**config.mk**
```make
export PLATFORM = sky130hd
export DESIGN_NAME = status_buffer_px
export DESIGN_NICKNAME = d
export VERILOG_FILES = /design/src/rtl/status_buffer_pkg.sv /design/src/rtl/status_pend_scan.sv /design/src/rtl/status_buffer_px.sv
export SDC_FILE = /design/constraint.sdc
export NUM_CORES = 1
export LEC_CHECK = 0
export BUFFER_PORTS_ARGS = -buffer_cell sky130_fd_sc_hd__buf_2
export CAP_MARGIN = 10
export CORE_ASPECT_RATIO = 0.75
export CORE_MARGIN = 4
export CORE_UTILIZATION = 47
export CTS_CLUSTER_SIZE = 14
export DETAILED_ROUTE_END_ITERATION = 7
export PLACE_DENSITY_LB_ADDON = 0.25
export SLEW_MARGIN = 20
export SYNTH_ARGS = -nofsm -noshare
export SYNTH_HDL_FRONTEND = slang
export SYNTH_HIERARCHICAL = 1
export SYNTH_SLANG_ARGS = --single-unit
```
**constraint.sdc**
```tcl
create_clock -name clk -period 4.8 [get_ports clk]
set_input_delay 0.48 -clock clk [delete_from_list [all_inputs] [get_ports clk]]
set_output_delay 0.48 -clock clk [all_outputs]
set_load 0.01 [all_outputs]
```
**src/rtl/status_buffer_pkg.sv**
```systemverilog
// Shared write-mode encodings and the bit-wise update function
// for the status descriptor buffer.
package status_buffer_pkg;

  localparam int MAX_W = 16;

  localparam logic [1:0] WM_LOAD = 2'b00;
  localparam logic [1:0] WM_SET  = 2'b01;
  localparam logic [1:0] WM_CLR  = 2'b10;
  localparam logic [1:0] WM_TGL  = 2'b11;

  function automatic logic [MAX_W-1:0] wr_apply(
    input logic [MAX_W-1:0] old,
    input logic [MAX_W-1:0] mask,
    input logic [1:0]       mode
  );
    logic [MAX_W-1:0] res;
    unique case (mode)
      WM_LOAD: res = mask;
      WM_SET:  res = old | mask;
      WM_CLR:  res = old & ~mask;
      WM_TGL:  res = old ^ mask;
    endcase
    return res;
  endfunction

endpackage

```
**src/rtl/status_pend_scan.sv**
```systemverilog
// Lowest-index priority encoder and population count over the
// per-entry updated flags; purely combinational.
module status_pend_scan
  import status_buffer_pkg::*;
#(
  parameter int DEPTH = 4,
  parameter int AW    = 2,
  parameter int CW    = 3
) (
  input  logic [DEPTH-1:0] i_flags,
  output logic             o_any,
  output logic [AW-1:0]    o_ptr,
  output logic [CW-1:0]    o_cnt
);

  assign o_any = |i_flags;

  // Scan from the top down so the lowest set index wins.
  always_comb begin
    o_ptr = '0;
    for (int i = DEPTH - 1; i >= 0; i--) begin
      if (i_flags[i]) o_ptr = AW'(i);
    end
  end

  // Full recount every cycle keeps concurrent set/clear exact.
  always_comb begin
    o_cnt = '0;
    for (int i = 0; i < DEPTH; i++) begin
      o_cnt = o_cnt + CW'(i_flags[i]);
    end
  end

endmodule

```
**src/rtl/status_buffer_px.sv**
```systemverilog
// Parametrised status descriptor buffer with updated flags and a
// registered pending scan. Optional parity: STATUS_BUFFER_PARITY_EN.
module status_buffer_px
  import status_buffer_pkg::*;
#(
  parameter int DSC_W = 2,
  parameter int DEPTH = 4,
  parameter int AW    = 2,
  parameter int CW    = 3
) (
  input  logic             clk,
  input  logic             rsn,
  input  logic [DSC_W-1:0] dsc_in,
  input  logic [AW-1:0]    b_ptr,
  input  logic             wrn,
  input  logic [1:0]       wr_mode,
  input  logic [AW-1:0]    a_ptr,
  input  logic             ackn,
  output logic [DSC_W-1:0] dsc_out,
  output logic             upd_out,
  output logic             pend_any,
  output logic [AW-1:0]    pend_ptr,
  output logic [CW-1:0]    pend_cnt,
  output logic             par_err
);

  logic [DSC_W-1:0] r_mem [DEPTH];
  logic [DEPTH-1:0] r_upd;
  logic             r_pend_any;
  logic [AW-1:0]    r_pend_ptr;
  logic [CW-1:0]    r_pend_cnt;

  logic             w_b_ok;
  logic             w_a_ok;
  logic             w_wr;
  logic             w_ack;
  logic             w_chg;
  logic [DSC_W-1:0] w_old;
  logic [DSC_W-1:0] w_new;
  logic             w_any;
  logic [AW-1:0]    w_ptr;
  logic [CW-1:0]    w_cnt;

  assign w_b_ok = int'(b_ptr) < DEPTH;
  assign w_a_ok = int'(a_ptr) < DEPTH;
  assign w_wr   = !wrn && w_b_ok;
  assign w_ack  = !ackn && w_a_ok;

  assign w_old = w_b_ok ? r_mem[b_ptr] : '0;
  assign w_new = DSC_W'(wr_apply(MAX_W'(w_old),
                                 MAX_W'(dsc_in),
                                 wr_mode));
  assign w_chg = w_new != w_old;

  assign dsc_out = w_a_ok ? r_mem[a_ptr] : '0;
  assign upd_out = w_a_ok && r_upd[a_ptr];

  // Descriptor storage and flags; write is applied after ack so
  // a changing write to the acked entry leaves its flag set.
  always_ff @(posedge clk) begin
    if (!rsn) begin
      for (int i = 0; i < DEPTH; i++) r_mem[i] <= '0;
      r_upd <= '0;
    end else begin
      if (w_ack) r_upd[a_ptr] <= 1'b0;
      if (w_wr) begin
        r_mem[b_ptr] <= w_new;
        if (w_chg) r_upd[b_ptr] <= 1'b1;
      end
    end
  end

  status_pend_scan #(
    .DEPTH (DEPTH),
    .AW    (AW),
    .CW    (CW)
  ) u_scan (
    .i_flags (r_upd),
    .o_any   (w_any),
    .o_ptr   (w_ptr),
    .o_cnt   (w_cnt)
  );

  // Register the scan of the pre-edge flag vector.
  always_ff @(posedge clk) begin
    if (!rsn) begin
      r_pend_any <= 1'b0;
      r_pend_ptr <= '0;
      r_pend_cnt <= '0;
    end else begin
      r_pend_any <= w_any;
      r_pend_ptr <= w_ptr;
      r_pend_cnt <= w_cnt;
    end
  end

  assign pend_any = r_pend_any;
  assign pend_ptr = r_pend_ptr;
  assign pend_cnt = r_pend_cnt;

`ifdef STATUS_BUFFER_PARITY_EN
  logic [DEPTH-1:0] r_par;
  logic             r_perr_stk;
  logic             w_perr_raw;

  assign w_perr_raw = w_a_ok &&
                      ((^r_mem[a_ptr]) != r_par[a_ptr]);
  assign par_err    = w_perr_raw || r_perr_stk;

  // Even parity of the value written, kept alongside each entry.
  always_ff @(posedge clk) begin
    if (!rsn) begin
      r_par <= '0;
    end else if (w_wr) begin
      r_par[b_ptr] <= ^w_new;
    end
  end

  // Sticky error latch; only reset clears it.
  always_ff @(posedge clk) begin
    if (!rsn) begin
      r_perr_stk <= 1'b0;
    end else if (w_perr_raw) begin
      r_perr_stk <= 1'b1;
    end
  end
`else
  assign par_err = 1'b0;
`endif

endmodule

```
==> impl_metrics.yaml, run 1 <==
status:
  status: "finished, final reports clean"
timing:
  setup_ws_ps: 2439
  grt_setup_unrepaired: "false"
  slew_headroom: 0.6390
  finalSetupViolations: 0
  hold_ws_ps: 506.9
  worst_pin_slew_ps: 534.7
  final.setup.tns_ps: 0
  finalClockSkew_ps: 4.208
  finalHoldViolCount: 0
  fin_crit_ps: 2361
  fmax_mhz: 423.5
  fin_crit_sh: 0.4919
  slew_viol_final: 0
synthesis:
  syn_nets: 115
  synth-compound-area-share: 0.08353
  synth_top_area_frac: 0.2291
  syn-mean-instance-area_um2: 11.04
  synth_top_cell_by_area: "edfxtp_1"
  synth_edf_count: 8
  synthCells: 95
  synthAdderAreaFrac: 0.1026
  synth_mux_area_frac: 0.1504
  synth_area_leaders: "edfxtp_1, dfxtp_1, mux4_2"
  synth_xor_area_frac: 0.01671
  ys_seq_elements: 18
  syn-cell-area_mm2: 0.001049
  synthSimpleGateAreaFrac: 0.1432
  ys.warnings.count: 6
  synthArstFlopShare: 0
  synth_top_family_by_area: "multiplexers"
  yosysSeqAreaShare: 0.4200
  synth_cell_type_count: 28
  ys.flop_type: "dfxtp_1"
power:
  p_per_area_mw_per_mm2: 277.0
  ir_worst_vdd_mv: 0.1813
  power_mw: 0.3251
  p_leak_nw: 0.5346
die:
  initial_core_util: 0.5073
  ioPinCount: 22
  core_mm2: 0.002067
  die_h_um: 48.91
  placementRows: 14
  dieArea_mm2: 0.003059
  die_x_um: 62.54
layout:
  antenna_cells: 0
  fin_util: 0.5678
  nets: 135
  layout_commonest_cell: "buf_2"
  area_growth_syn_to_layout_pct: 11.93
  layout-drive-gt1-share: 0.3070
  mostFrequentLayoutCells: "buf_2, inv_1, dfxtp_1, edfxtp_1"
critical_path:
  r2r_start: "r_mem[0][0]$_SDFFCE_PN0P_"
  critPathRequiredTime_ps: 4960
  reg2reg_to: "r_upd[0]$_SDFF_PN0_"
  crit_path_end_kind: "register"
  r2r_slack_ps: 2450
  r2r_cells: 7
  cp_max_fo: 9
  startpoint: "b_ptr[0]"
  crit_type: "input pin to register"
  cp-start-kind: "input pin"
  endpoint: "r_upd[0]$_SDFF_PN0_"
  crit_arrival_ps: 2520
clock_network:
  cts_made_buffers: 3
  ctsLongestPathBuffers: 2
  clkLatencyLatePin_ps: 290
  cts_setup_buffers: 0
  clock-sinks: 18
  cts_resized: 0
  cts.clk_slew.worst_paths_ps: 100
  cts_hold_buf: 0
  cts-root-buf: "clkbuf_4"
  cts_tree: "built"
  cts_max_level: 1
grt:
  grt-ovfl-total: 0
  grt_usage: 0.1468
  grt_max_degree: 17
  first_global_vias: 749
  antenna_found_initial: 0
  grt_pass1_wl_um: 3470
detailed_routing:
  wire_per_inst_um: 14.72
  first_pass_iters: 4
  wl_um: 2032
  drt-vias-per-instance: 5.543
  num_vias: 765
  drt_iter0_drc: 45
  route.detailed.drc: 0
  ant_nets: 0
placement:
  hpwl_um: 1651
  routabilityCongestion: 0.7566
  io_buffer_count: 20
  pre_cts_ws_ps: 2128
flow_run:
  cap_viol_max_count: 0
min_path:
  hold_path_class: "input pin to register"
## state kept, by name, summed over array words and instances (netlist names)
signal,count
r_upd,4
pend_ptr,2
pend_cnt,3
r_mem,8
pend_any,1
## kinds of logic after synthesis
logic type                 Yosys count
buffers and inverters               19
xor gates and xnor gates             2
other                                1
adders and majority gates            8
muxes                                7
AOI/OAI and AO/OA                   11
and+or+nand+nor                     29
DFF                                 18
## cells in the mapped netlist, drive strengths merged, types with 2 or more instances
master  instances
inv            14
dfxtp          10
edfxtp          8
ha              7
mux4            7
nor2            7
and2            6
nand2           5
o31ai           4
buf             3
nand2b          3
nor3            3
o21ai           3
clkbuf          2
nand3           2
o311ai          2
xnor2           2
## layer usage
metal / global-route usage / wire length, um / vias up
met5: 0 / 0 / -
met4: 0.04396 / 23 / 0
met3: 0.05069 / 174 / 2
met2: 0.2319 / 964 / 31
met1: 0.1904 / 869 / 362
li1: - / - / 370
## per-stage QoR
stage / cell area, um2 / instances
final: 1174 / 138
after global routing: 1174 / 138
after CTS: 1174 / 138
after detailed placement: 1147 / 134
after global placement: 1147 / 134
after floorplan: 1049 / 95
## cell type report
cell class	instances	area (um2)
well taps	24	30.03
inverters	14	52.55
multi-input cells	58	524.3
fillers	186	893.4
clock buffers	3	22.52
repair buffers	20	100.1
clock inverters	1	3.754
flip-flops and latches	18	440.4
## critical path: stages
cell,delay (ps)
buf_2,190
mux4_2,570
inv_2,90
ha_1,210
mux4_2,500
xnor2_1,160
nor2_2,230
o41ai_2,90
## how the worst min path moves through the flow
stage | start | end | slack, ps | cells past startpoint
after CTS | ackn | r_upd[1]$_SDFF_PN0_ | 500 | 3
after floorplan | r_upd[2]$_SDFF_PN0_ | r_upd[2]$_SDFF_PN0_ | 480 | 2
final | ackn | r_upd[1]$_SDFF_PN0_ | 510 | 3
after global routing | b_ptr[1] | r_upd[0]$_SDFF_PN0_ | 530 | 2
after global placement | r_upd[2]$_SDFF_PN0_ | r_upd[2]$_SDFF_PN0_ | 520 | 2
after detailed placement | r_upd[2]$_SDFF_PN0_ | r_upd[2]$_SDFF_PN0_ | 530 | 2
## power by group
part           internal [mW]  leakage, nW  switching [mW]
clock                 0.0303       0.0154          0.0466
sequential             0.171        0.165         0.00579
combinational         0.0324        0.354          0.0394
(Power assumes the default switching activity.)
==> run 2, diff against run 1 <==
ABC_AREA = 1   (was not set)
clock period = 2.5 ns   (was 4.8 ns; I/O delays follow)
==> impl_metrics.yaml, run 2 <==
synthesis:
  synth_cell_type_count: 27
  synth_most_common_cell: "nand2_1"
  ys_seq_elements: 18
  syn-mean-instance-area_um2: 7.100
  synth_area_leaders: "edfxtp_1, dfxtp_1, nand2_1"
  synth-compound-area-share: 0.1053
  syn-cell-area_mm2: 0.001200
  synth_xor_area_frac: 0
  synth_edf_count: 8
  synth_common_cells: "nand2_1, inv_1, nor2_1"
  synthSimpleGateAreaFrac: 0.3107
  synthAdderAreaFrac: 0.08968
  synth_mux_area_frac: 0
  synthArstFlopShare: 0
  synth_top_cell_by_area: "edfxtp_1"
  ys.flop_type: "dfxtp_1"
  syn_nets: 189
  synth_top_area_frac: 0.2002
  synth_top_family_by_area: "simple AND/OR/NAND/NOR gates"
  yosysSeqAreaShare: 0.3670
  synthCells: 169
  ys.warnings.count: 6
timing:
  finalHoldViolCount: 0
  grt_setup_unrepaired: "false"
  final.setup.tns_ps: 0
  slew_viol_final: 0
  fmax_mhz: 515.3
  setup_ws_ps: 559.6
  fin_crit_sh: 0.7762
  fin_crit_ps: 1940
  finalSetupViolations: 0
  finalClockSkew_ps: 2.710
power:
  ir_worst_vdd_mv: 0.3763
  p_leak_nw: 0.7093
  power_mw: 0.6262
  p_per_area_mw_per_mm2: 470.3
clock_network:
  cts_max_level: 1
  clkLatencyLatePin_ps: 290
  cts.clk_slew.worst_paths_ps: 100
  cts_setup_buffers: 0
  cts-root-buf: "clkbuf_4"
  cts_made_buffers: 3
  cts_resized: 0
  cts_tree: "built"
  cts_hold_buf: 0
  clock-sinks: 18
  ctsLongestPathBuffers: 2
critical_path:
  reg2reg_to: "r_upd[0]$_SDFF_PN0_"
  r2r_start: "r_mem[0][1]$_SDFFCE_PN0P_"
  crit_type: "register to register"
  critPathRequiredTime_ps: 2680
  r2r_cells: 12
  crit_arrival_ps: 2120
  crit_path_end_kind: "register"
  r2r_slack_ps: 560
  cp-start-kind: "register"
  cp_max_fo: 5
  startpoint: "r_mem[0][1]$_SDFFCE_PN0P_"
placement:
  dp.cells: 218
  routabilityCongestion: 0.8684
  io_buffer_count: 20
  hpwl_um: 2218
  pre_cts_ws_ps: 432.6
layout:
  mostFrequentLayoutCells: "nand2_1, inv_1, buf_2, nor2_1, nand3_1"
  stdcell_count: 222
  largest_reg_flops: 8
  num-fill-cells: 247
  fin_util: 0.5630
  largest_register: "r_mem"
  antenna_cells: 0
  nets: 209
  layout_commonest_cell: "nand2_1"
  area_growth_syn_to_layout_pct: 10.95
  layout-drive-gt1-share: 0.1755
min_path:
  min_path_cells: 3
  holdPathEnd: "pend_ptr[0]$_SDFF_PN0_"
  hold_start: "rsn"
  hold_path_class: "input pin to register"
die:
  core_mm2: 0.002365
  ioPinCount: 22
  die_h_um: 51.76
  dieArea_mm2: 0.003434
  die_x_um: 66.35
  placementRows: 15
  initial_core_util: 0.5074
grt:
  grt-ovfl-total: 0
  grt_usage: 0.1700
  first_global_vias: 977
  grt_pass1_wl_um: 4402
  grt_max_degree: 14
  antenna_found_initial: 0
detailed_routing:
  first_pass_iters: 4
  ant_nets: 0
  drt-vias-per-instance: 5.068
  route.detailed.drc: 0
  num_vias: 1125
  wire_per_inst_um: 12.15
  wl_um: 2697
  drt_iter0_drc: 164
status:
  status: "finished, final reports clean"
flow_run:
  cap_viol_max_count: 0
[run 2: changes by cell type in the layout (fill, tap and decap cells not counted), sizes merged, moves of 4 or more]
| cell | before | now |
|---|---|---|
| o21ai | 3 | 7 |
| inv | 14 | 29 |
| nand3 | 2 | 13 |
| mux4 | 7 | 0 |
| a21oi | 1 | 6 |
| and2 | 6 | 0 |
| nor2 | 7 | 20 |
| nand2 | 5 | 48 |
[run 2: worst max path at each step]
stage / slack, ps / to / depth (start not counted)
after floorplan: 840 / pend_cnt[1]$_SDFF_PN0_ / 7
after global placement: 490 / r_upd[0]$_SDFF_PN0_ / 15
after detailed placement: 430 / r_upd[0]$_SDFF_PN0_ / 15
after CTS: 530 / r_upd[0]$_SDFF_PN0_ / 12
after global routing: 370 / r_upd[1]$_SDFF_PN0_ / 12
final: 560 / r_upd[0]$_SDFF_PN0_ / 12
[run 2: cell type report]
| class | count | area (um2) | area share |
|---|---|---|---|
| multi-input combinational | 117 | 610.6 | 0.4586 |
| sequential | 18 | 440.4 | 0.3308 |
| inverter | 29 | 111.4 | 0.08365 |
| timing repair buffer | 20 | 100.1 | 0.07519 |
| tap | 34 | 42.54 | 0.03195 |
| clock buffer | 3 | 22.52 | 0.01692 |
| clock inverter | 1 | 3.754 | 0.002820 |
[run 2: routing by layer]
metal / vias up / share of wire / global-route usage
li1: 578 / - / -
met1: 508 / 0.48 / 0.2503
met2: 37 / 0.43 / 0.2504
met3: 2 / 0.083 / 0.03888
met4: 0 / 0.0070 / 0.04054
met5: - / 0 / 0
[run 2: logic make-up after synthesis]
| logic type | after synthesis |
|---|---|
| buf+inv | 34 |
| other cells | 1 |
| compound gates | 20 |
| flops | 18 |
| fa+ha+maj | 8 |
| simple gates | 88 |
[run 2: worst max-delay path, cell delays in order, from the launching register on]
cell	delay, ps
edfxtp_1	450
nand2_1	100
o21ai_1	70
nor2_1	180
ha_1	270
nand3_1	100
nand3_1	100
nor2_2	190
nand2_1	80
nand2_1	80
nand2_2	70
nand2_1	70
a21oi_1	60
[run 2: where the power goes]
part	internal, mW	switching (mW)	total (mW)
Combinational	0.0508	0.0924	0.143
Clock	0.0580	0.0855	0.144
Sequential	0.325	0.0144	0.339
Total	0.434	0.192	0.626
[run 2: metrics by stage]
stage               area [um2]  hold WS (ps)
CTS                       1331         271.1
global route              1331         294.2
finish                    1331         285.1
detailed placement        1305         545.4
floorplan                 1200         422.9
global placement          1305         541.1
